## src/rtl/jh_spram_pkg.sv

```systemverilog
// Shared definitions for the single-port RAM arbiter: read latency and index width helper.
package jh_spram_pkg;

  localparam int RD_LATENCY = 2;

  // Width of a requester index; never below one bit so single-bit fields stay legal.
  function automatic int idx_width(input int n);
    return (n <= 2) ? 1 : $clog2(n);
  endfunction

endpackage

```

## src/rtl/jh_rr_arbiter.sv

```systemverilog
// Round-robin grant picker with an optional sticky owner; purely combinational.
module jh_rr_arbiter
  import jh_spram_pkg::*;
#(
  parameter int NUM_REQ = 2,
  localparam int LB_NUM_REQ = idx_width(NUM_REQ)
) (
  input  logic [NUM_REQ-1:0]    req,
  input  logic [LB_NUM_REQ-1:0] ptr,
  input  logic                  lock_active,
  input  logic [LB_NUM_REQ-1:0] lock_owner,
  output logic [NUM_REQ-1:0]    gnt,
  output logic [LB_NUM_REQ-1:0] gnt_idx
);

  always_comb begin
    int k;
    logic found;
    logic [LB_NUM_REQ-1:0] kk;
    gnt     = '0;
    gnt_idx = '0;
    found   = 1'b0;
    k       = 0;
    kk      = '0;
    if (lock_active) begin
      // Owner keeps the bank even while idle; everyone else waits.
      if (req[lock_owner]) begin
        gnt[lock_owner] = 1'b1;
        gnt_idx         = lock_owner;
      end
    end else begin
      for (int off = 0; off < NUM_REQ; off++) begin
        k = int'(ptr) + off;
        if (k >= NUM_REQ) k = k - NUM_REQ;
        kk = LB_NUM_REQ'(k);
        if (!found && req[kk]) begin
          found   = 1'b1;
          gnt[kk] = 1'b1;
          gnt_idx = kk;
        end
      end
    end
  end

endmodule

```

## src/rtl/jh_spram_arbiter.sv

```systemverilog
// Shares one registered single-port RAM between NUM_REQ requesters, one op per cycle,
// routing read data back through a fixed-latency tag pipeline.
module jh_spram_arbiter
  import jh_spram_pkg::*;
#(
  parameter int NUM_REQ    = 2,
  parameter int DATA_WIDTH = 8,
  parameter int RAM_DEPTH  = 256,
  localparam int LB_RAM_DEPTH = $clog2(RAM_DEPTH),
  localparam int LB_NUM_REQ   = idx_width(NUM_REQ)
) (
  input  logic                                  clk,
  input  logic                                  rst,
  input  logic [NUM_REQ-1:0]                    req_valid,
  output logic [NUM_REQ-1:0]                    req_ready,
  input  logic [NUM_REQ-1:0]                    req_we,
  input  logic [NUM_REQ-1:0]                    req_lock,
  input  logic [NUM_REQ-1:0][LB_RAM_DEPTH-1:0]  req_addr,
  input  logic [NUM_REQ-1:0][DATA_WIDTH-1:0]    req_wdata,
  output logic [NUM_REQ-1:0]                    rsp_valid,
  output logic [DATA_WIDTH-1:0]                 rsp_data,
  output logic [LB_RAM_DEPTH-1:0]               ram_addr,
  output logic [DATA_WIDTH-1:0]                 ram_din,
  output logic                                  ram_wr_en,
  input  logic [DATA_WIDTH-1:0]                 ram_dout,
  output logic [LB_NUM_REQ-1:0]                 grant_id
);

  typedef struct packed {
    logic                  vld;
    logic [LB_NUM_REQ-1:0] id;
  } rd_tag_t;

  logic [LB_NUM_REQ-1:0]   rr_ptr;
  logic [LB_NUM_REQ-1:0]   lock_owner;
  logic                    lock_active;
  logic [NUM_REQ-1:0]      gnt;
  logic [LB_NUM_REQ-1:0]   gnt_idx;
  logic [LB_NUM_REQ-1:0]   next_ptr;
  logic                    any_gnt;
  logic [LB_RAM_DEPTH-1:0] addr_q;
  logic [DATA_WIDTH-1:0]   din_q;
  rd_tag_t                 tag_in;
  rd_tag_t                 tag_pipe [RD_LATENCY];

  jh_rr_arbiter #(.NUM_REQ(NUM_REQ)) u_rr_arbiter (
    .req         (req_valid),
    .ptr         (rr_ptr),
    .lock_active (lock_active),
    .lock_owner  (lock_owner),
    .gnt         (gnt),
    .gnt_idx     (gnt_idx)
  );

  assign req_ready = rst ? '0 : gnt;
  assign any_gnt   = |req_ready;
  assign grant_id  = gnt_idx;

  // Address and data hold their last value on idle cycles to avoid needless RAM pin toggling.
  assign ram_wr_en = any_gnt & req_we[gnt_idx];
  assign ram_addr  = any_gnt ? req_addr[gnt_idx]  : addr_q;
  assign ram_din   = any_gnt ? req_wdata[gnt_idx] : din_q;

  assign next_ptr = (gnt_idx == LB_NUM_REQ'(NUM_REQ - 1)) ? '0 : gnt_idx + LB_NUM_REQ'(1);

  assign tag_in.vld = any_gnt & ~req_we[gnt_idx];
  assign tag_in.id  = gnt_idx;

  always_ff @(posedge clk) begin
    if (rst) begin
      rr_ptr      <= '0;
      lock_active <= 1'b0;
      lock_owner  <= '0;
      addr_q      <= '0;
      din_q       <= '0;
      for (int i = 0; i < RD_LATENCY; i++) tag_pipe[i] <= '0;
    end else begin
      if (any_gnt) begin
        addr_q <= ram_addr;
        din_q  <= ram_din;
        if (req_lock[gnt_idx]) begin
          lock_active <= 1'b1;
          lock_owner  <= gnt_idx;
        end else begin
          lock_active <= 1'b0;
          rr_ptr      <= next_ptr;
        end
      end
      tag_pipe[0] <= tag_in;
      for (int i = 1; i < RD_LATENCY; i++) tag_pipe[i] <= tag_pipe[i-1];
    end
  end

  // Response data comes straight from the RAM output register; only the strobe is ours.
  always_comb begin
    rsp_valid = '0;
    if (tag_pipe[RD_LATENCY-1].vld) rsp_valid[tag_pipe[RD_LATENCY-1].id] = 1'b1;
  end

  assign rsp_data = ram_dout;

endmodule

```

## config.mk

```make
export PLATFORM = sky130hd
export DESIGN_NAME = jh_spram_arbiter
export DESIGN_NICKNAME = d
export VERILOG_FILES = /design/src/rtl/jh_spram_pkg.sv /design/src/rtl/jh_rr_arbiter.sv /design/src/rtl/jh_spram_arbiter.sv
export SDC_FILE = /design/constraint.sdc
export NUM_CORES = 1
export LEC_CHECK = 0
export BUFFER_PORTS_ARGS = -buffer_cell sky130_fd_sc_hd__buf_2
export CELL_PAD_IN_SITES_DETAIL_PLACEMENT = 0
export CELL_PAD_IN_SITES_GLOBAL_PLACEMENT = 1
export CORE_MARGIN = 5
export CORE_UTILIZATION = 30
export DETAILED_ROUTE_END_ITERATION = 8
export PLACE_DENSITY = 0.86
export REMOVE_ABC_BUFFERS = 1
export SKIP_LAST_GASP = 1
export SLEW_MARGIN = 20
export SYNTH_ARGS = -nofsm -noshare
export SYNTH_HDL_FRONTEND = slang
export SYNTH_SLANG_ARGS = --single-unit
```

## constraint.sdc

```tcl
create_clock -name clk -period 3 [get_ports clk]
set_input_delay 0.45 -clock clk [delete_from_list [all_inputs] [get_ports clk]]
set_output_delay 0.45 -clock clk [all_outputs]
set_load 0.01 [all_outputs]
```

# [Word-level counts from Yosys, hierarchy flattened]
# Memory sizes are Yosys's and may differ from the RTL's.
# Cells that the tools add are included.
[classes] n_addsub=4 magnitude_cmp=11 muxes=48 bitwise_logic=7 n_reduce_logical=9
[op_table] operator="$mux W8" count=6
[op_table] operator="$mux W1" count=29
[op_table] operator="$mux W2" count=9
[op_table] operator="$lt A1 B2 Y1 const B" count=5
[op_table] operator="$logic_and A1 B1 Y1" count=5
[op_table] operator="$demux W1 S1" count=4
[op_table] operator="$ge A1 B1 Y1 const B" count=4
[op_table] operator="$reduce_and A2 Y1" count=2
[op_table] operator="$add A1 B1 Y2 const B" count=1
[op_table] operator="$and A1 B1 Y1" count=2
[op_table] operator="$ge A1 B2 Y1 const B" count=1
[op_table] operator="$ge A2 B2 Y1 const B" count=1
[op_table] operator="$not A1 Y1" count=2
[op_table] operator="$or A1 B1 Y1" count=2
[op_table] operator="$or A2 B2 Y2" count=1
[op_table] operator="$reduce_or A2 Y1" count=1
[op_table] operator="$sub A1 B1 Y1 const B" count=2
[op_table] operator="$add A1 B1 Y1 const B" count=1
[op_table] operator="$logic_not A1 Y1" count=1
[word_totals] ff_bits=19 mem_bits_rw=4 in_bits=48 output_inout_bits=30 elab_cells=85 mem_count=1
[mem_list] name="tag_pipe" words=2 word_bits=2 read_ports=2 rd_clocked_by_memory_dff=0 write_ports=2 line_no="jh_spram_arbiter.sv:44" rtl="rd_tag_t tag_pipe [RD_LATENCY];"

# [Longest topological paths before layout]
[depth] depth_word=16 mapped_depth=6 mapped_depth_nobuf=5

# [Cells and area by module]
# Synthesis repeated with hierarchy kept, for this count alone.
[hier_totals] hier_cells=152 hier_area_um2=1355.0
[by_module_without_submodules] mod="jh_spram_arbiter" n_inst=1 cells_per_inst=146 area_per_inst_um2=1310.0 seq_area_each_um2=460.4
[by_module_without_submodules] mod="jh_rr_arbiter" n_inst=1 cells_per_inst=6 area_per_inst_um2=45.0 seq_area_each_um2=0.0

# [Worst setup path before layout]
# Ideal clock, no wire load.
[synth_timing] path_kind="input-to-output" startpoint="input rst" endpoint="output ram_wr_en" arrival_time_ns=1.427 t_required_ns=2.550 slack_ns=1.123 cell_stages=4 path_buffers=2 cell_sequence="clkbuf_1 a211oi_4 clkbuf_1 nor2b_1"
[synth_via] elab_chain_len=3
[synth_lines] item="start, declared" line_no="jh_spram_arbiter.sv:13" rtl="input logic rst,"
[synth_lines] item="$mux W2" line_no="jh_spram_arbiter.sv:55" rtl="assign req_ready = rst ? '0 : gnt;"
[synth_lines] item="$reduce_or A2 Y1" line_no="jh_spram_arbiter.sv:56" rtl="assign any_gnt = |req_ready;"
[synth_lines] item="$and A1 B1 Y1" line_no="jh_spram_arbiter.sv:60" rtl="assign ram_wr_en = any_gnt & req_we[gnt_idx];"
[synth_lines] item="end, declared" line_no="jh_spram_arbiter.sv:24" rtl="output logic ram_wr_en,"
# No other way between the ends.

# [Worst setup path after layout]
[layout_timing] startpoint="register lock_active" endpoint="output ram_addr[0]"
[layout_via] elab_chain_len=4 elab_cells_between_ends=7 classes_between="mux (6); reduce/logical (1)"
[layout_lines] item="start, declared" line_no="jh_spram_arbiter.sv:36" rtl="logic lock_active;"
[layout_lines] item="start signal, assigned" line_no="jh_spram_arbiter.sv:72" rtl="lock_active <= 1'b0;"
[layout_lines] item="start signal, assigned" line_no="jh_spram_arbiter.sv:82" rtl="lock_active <= 1'b1;"
[layout_lines] item="start signal, assigned" line_no="jh_spram_arbiter.sv:85" rtl="lock_active <= 1'b0;"
[layout_lines] item="$mux W1 or $mux W2 (tied branches)" line_no="jh_rr_arbiter.sv:25" rtl="if (lock_active) begin"
[layout_lines] item="$mux W8 (not written as such) or $mux W2 (tied branches)" line_no="jh_spram_arbiter.sv:61, jh_spram_arbiter.sv:55"
[layout_lines] item="$mux W8 (not written as such) or $reduce_or A2 Y1 (tied branches)" line_no="jh_spram_arbiter.sv:61, jh_spram_arbiter.sv:56"
[layout_lines] item="$mux W8 (*)" line_no="jh_spram_arbiter.sv:61" rtl="assign ram_addr = any_gnt ? req_addr[gnt_idx] : addr_q;"
[layout_lines] item="end, declared" line_no="jh_spram_arbiter.sv:22" rtl="output logic [LB_RAM_DEPTH-1:0] ram_addr,"
# Every way passes the cells marked *; elsewhere a longest branch is shown, timed or not. The select of a mux whose other input is x is not followed.

==> results.sh <==
export IMPL_grt_start_max_net_pins=54
export IMPL_synth_common_cells="37 x nand2_1, 23 x dfxtp_1, 20 x nor2_1, 17 x a311oi_1, 16 x a31oi_1"
export IMPL_cp_start_kind="flop"
export IMPL_hold_path_class="reg2reg"
export IMPL_fin_ws_ps=389
export IMPL_synth_seq_area_share_pct=38.3
export IMPL_run_status="finished clean"
export IMPL_leakage_nw=0.690
export IMPL_r2r_slack_ps=1100
export IMPL_synth_async_reset_ratio_pct=0
export IMPL_min_period_ps=2610
export IMPL_place_gp_congestion=0.827
export IMPL_maxSlewViolCount=0
export IMPL_ctsHoldBuffers=0
export IMPL_gr_total_overflow=0
export IMPL_cts_buffers=3
export IMPL_grt_use_total_pct=11.4
export IMPL_rows=23
export IMPL_dp_hpwl_um=2310
export IMPL_max_stage_delay_ps=490
export IMPL_tns_ps=0
export IMPL_place_ws_ps=490
export IMPL_grt_first_pass_wirelength_um=4960
export IMPL_critPathTopFamily="simple AND/OR/NAND/NOR gates"
export IMPL_synth_area_leaders="dfxtp_1 38%, a311oi_1 12%, nand2_1 12%, a31oi_1 8.3%, buf_4 6.3%"
export IMPL_crit_arrival_ps=2160
export IMPL_drv_cap=0
export IMPL_holdPathEnd="tag_pipe[0][2]"
export IMPL_via_per_inst=4.91
export IMPL_antenna_found_initial=0
export IMPL_cts_root_buf="clkbuf_8"
export IMPL_yosysMostFrequentCell="nand2_1"
export IMPL_cp_end_kind="primary output"
export IMPL_coreArea_um2=3940
export IMPL_routed_wl_um=3080
export IMPL_clockBufferDepth=2
export IMPL_min_path_cells=1
export IMPL_post_route_period_util_pct=87.0
export IMPL_yosysWarnings=0
export IMPL_vias=1246
export IMPL_grt_pass1_vias=1144
export IMPL_setup_viol=0
export IMPL_die_x_um=73.3
export IMPL_diodes=0
export IMPL_critical_path_slowest_cell="dfxtp_1"
export IMPL_ys_flop_type="dfxtp_1"
export IMPL_yosys_area_top_type_share_pct=38.3
export IMPL_netlist_area_um2=1200
export IMPL_worst_pin_slew_ps=485
export IMPL_cts_resized_gates=0
export IMPL_clkLatencyLatePin_ps=260
export IMPL_cts_tree="built"
export IMPL_cts_setup_buffers=0
export IMPL_synth_seq_cells=23
export IMPL_crit_start="lock_active"
export IMPL_cts_sinks=23
export IMPL_synth_edf_count=0
export IMPL_fin_nets=253
export IMPL_instances_no_fill=254
export IMPL_synth_cell_types=22
export IMPL_start_util_pct=30.5
export IMPL_areaGrowthSynthToFinish_pct=27.0
export IMPL_drive_gt1_share_pct=34.8
export IMPL_worstPathMaxFanout=19
export IMPL_min_delay_start="tag_pipe[0][0]"
export IMPL_drtIter0Drc=54
export IMPL_worstRegToRegCells=5
export IMPL_synth_cells=155
export IMPL_drc_errors=0
export IMPL_htreeDepth=1
export IMPL_dieArea_um2=5370
export IMPL_fin_total_pwr_mw=0.725
export IMPL_clock_skew_final_ps=3.76
export IMPL_yosys_area_top_type="dfxtp_1"
export IMPL_ir_drop_v=0.000180
export IMPL_cts_reportedPaths_clkPinSlew_ps=80
export IMPL_max_slew_margin_pct=67.6
export IMPL_dp_cells=250
export IMPL_syn_avg_cell_area_um2=7.75
export IMPL_io_pins=78
export IMPL_dr_pass1_iters=4
export IMPL_clock_fmax_mhz=383
export IMPL_worstPathRequired_ps=2550
export IMPL_pwr_density_cell_nw_per_um2=475
export IMPL_path_cells="or3b_1, nand3_1, inv_2, nand2_1, a31oi_1, buf_2"
export IMPL_wl_per_cell_um=12.1
export IMPL_die_h_um=73.3
export IMPL_critical_path_buf_inv_count=2
export IMPL_crit_type="reg2out"
export IMPL_portBuffers=61
export IMPL_drtAntennaViolNets=0
export IMPL_r2r_start="lock_active"
export IMPL_rsz0062_at_grt="false"
export IMPL_r2r_end="tag_pipe[0][1]"
export IMPL_finalHoldViolCount=0
sequential cells by signal, summed over array words and instances, names as in the netlist:
signal       cells
addr_q           8
din_q            8
tag_pipe         4
lock_active      1
lock_owner       1
rr_ptr           1
cells in the final DEF, fill, tap and decap left out, drive strengths merged:
cell type  count
nand3b         1
mux2i          2
a21oi          2
o21ai          3
or4b           1
dfxtp         23
nand3          1
clkbuf         3
and2           2
or3b           1
a31oi         16
buf           64
nor2          20
a311oi        17
inv            1
nand2b         2
nand2         37
nor2b          4
nor3b          1
clkinv         1
a211oi         2
report_power, final:
group,internal [mW],leakage [nW],total [mW],switching (mW)
logic,0.0846,0.474,0.202,0.117
registers,0.330,0.190,0.339,0.00892
clock network,0.0924,0.0255,0.185,0.0924
logic make-up after synthesis:
kind of cell / count (synthesis) / share of synthesized area [%]
DFF: 23 / 38.3
and+or+nand+nor: 70 / 25.2
muxes: 2 / 1.67
AOI/OAI and AO/OA: 40 / 25.1
buffers and inverters: 20 / 9.69
layout make-up:
class	count	area, um2
Sequential cell	23	460
Multi-Input combinational cell	112	624
Timing Repair Buffer	64	328
Clock buffer	3	41.3
Tap cell	50	62.6
Clock inverter	1	5.00
Fill cell	435	2420
Inverter	1	3.75
metrics by stage:
step	hold slack (ps)	instance area [um2]	util [%]
6_report	440	1530	38.7
5_1_grt	473	1530	38.7
2_1_floorplan	414	1090	-
4_1_cts	447	1530	38.7
3_3_place_gp	418	1480	37.5
3_5_place_dp	427	1480	37.5
routing by layer:
metal / global-route usage, % / vias to the layer above / wire (um)
met5: 0 / - / 0
met4: 3.69 / 0 / 25
met3: 2.74 / 2 / 302
met2: 17.8 / 55 / 1390
met1: 15.6 / 541 / 1360
li1: - / 648 / -
worst max-delay path by stage:
stage,end,slack [ps],cells past startpoint
2_1_floorplan,ram_addr[0],510,4
3_3_place_gp,ram_wr_en,530,7
3_5_place_dp,ram_wr_en,490,7
4_1_cts,ram_din[4],330,6
5_1_grt,ram_din[4],140,6
6_report,ram_addr[0],390,6
Power figures use the tool's default switching activity.
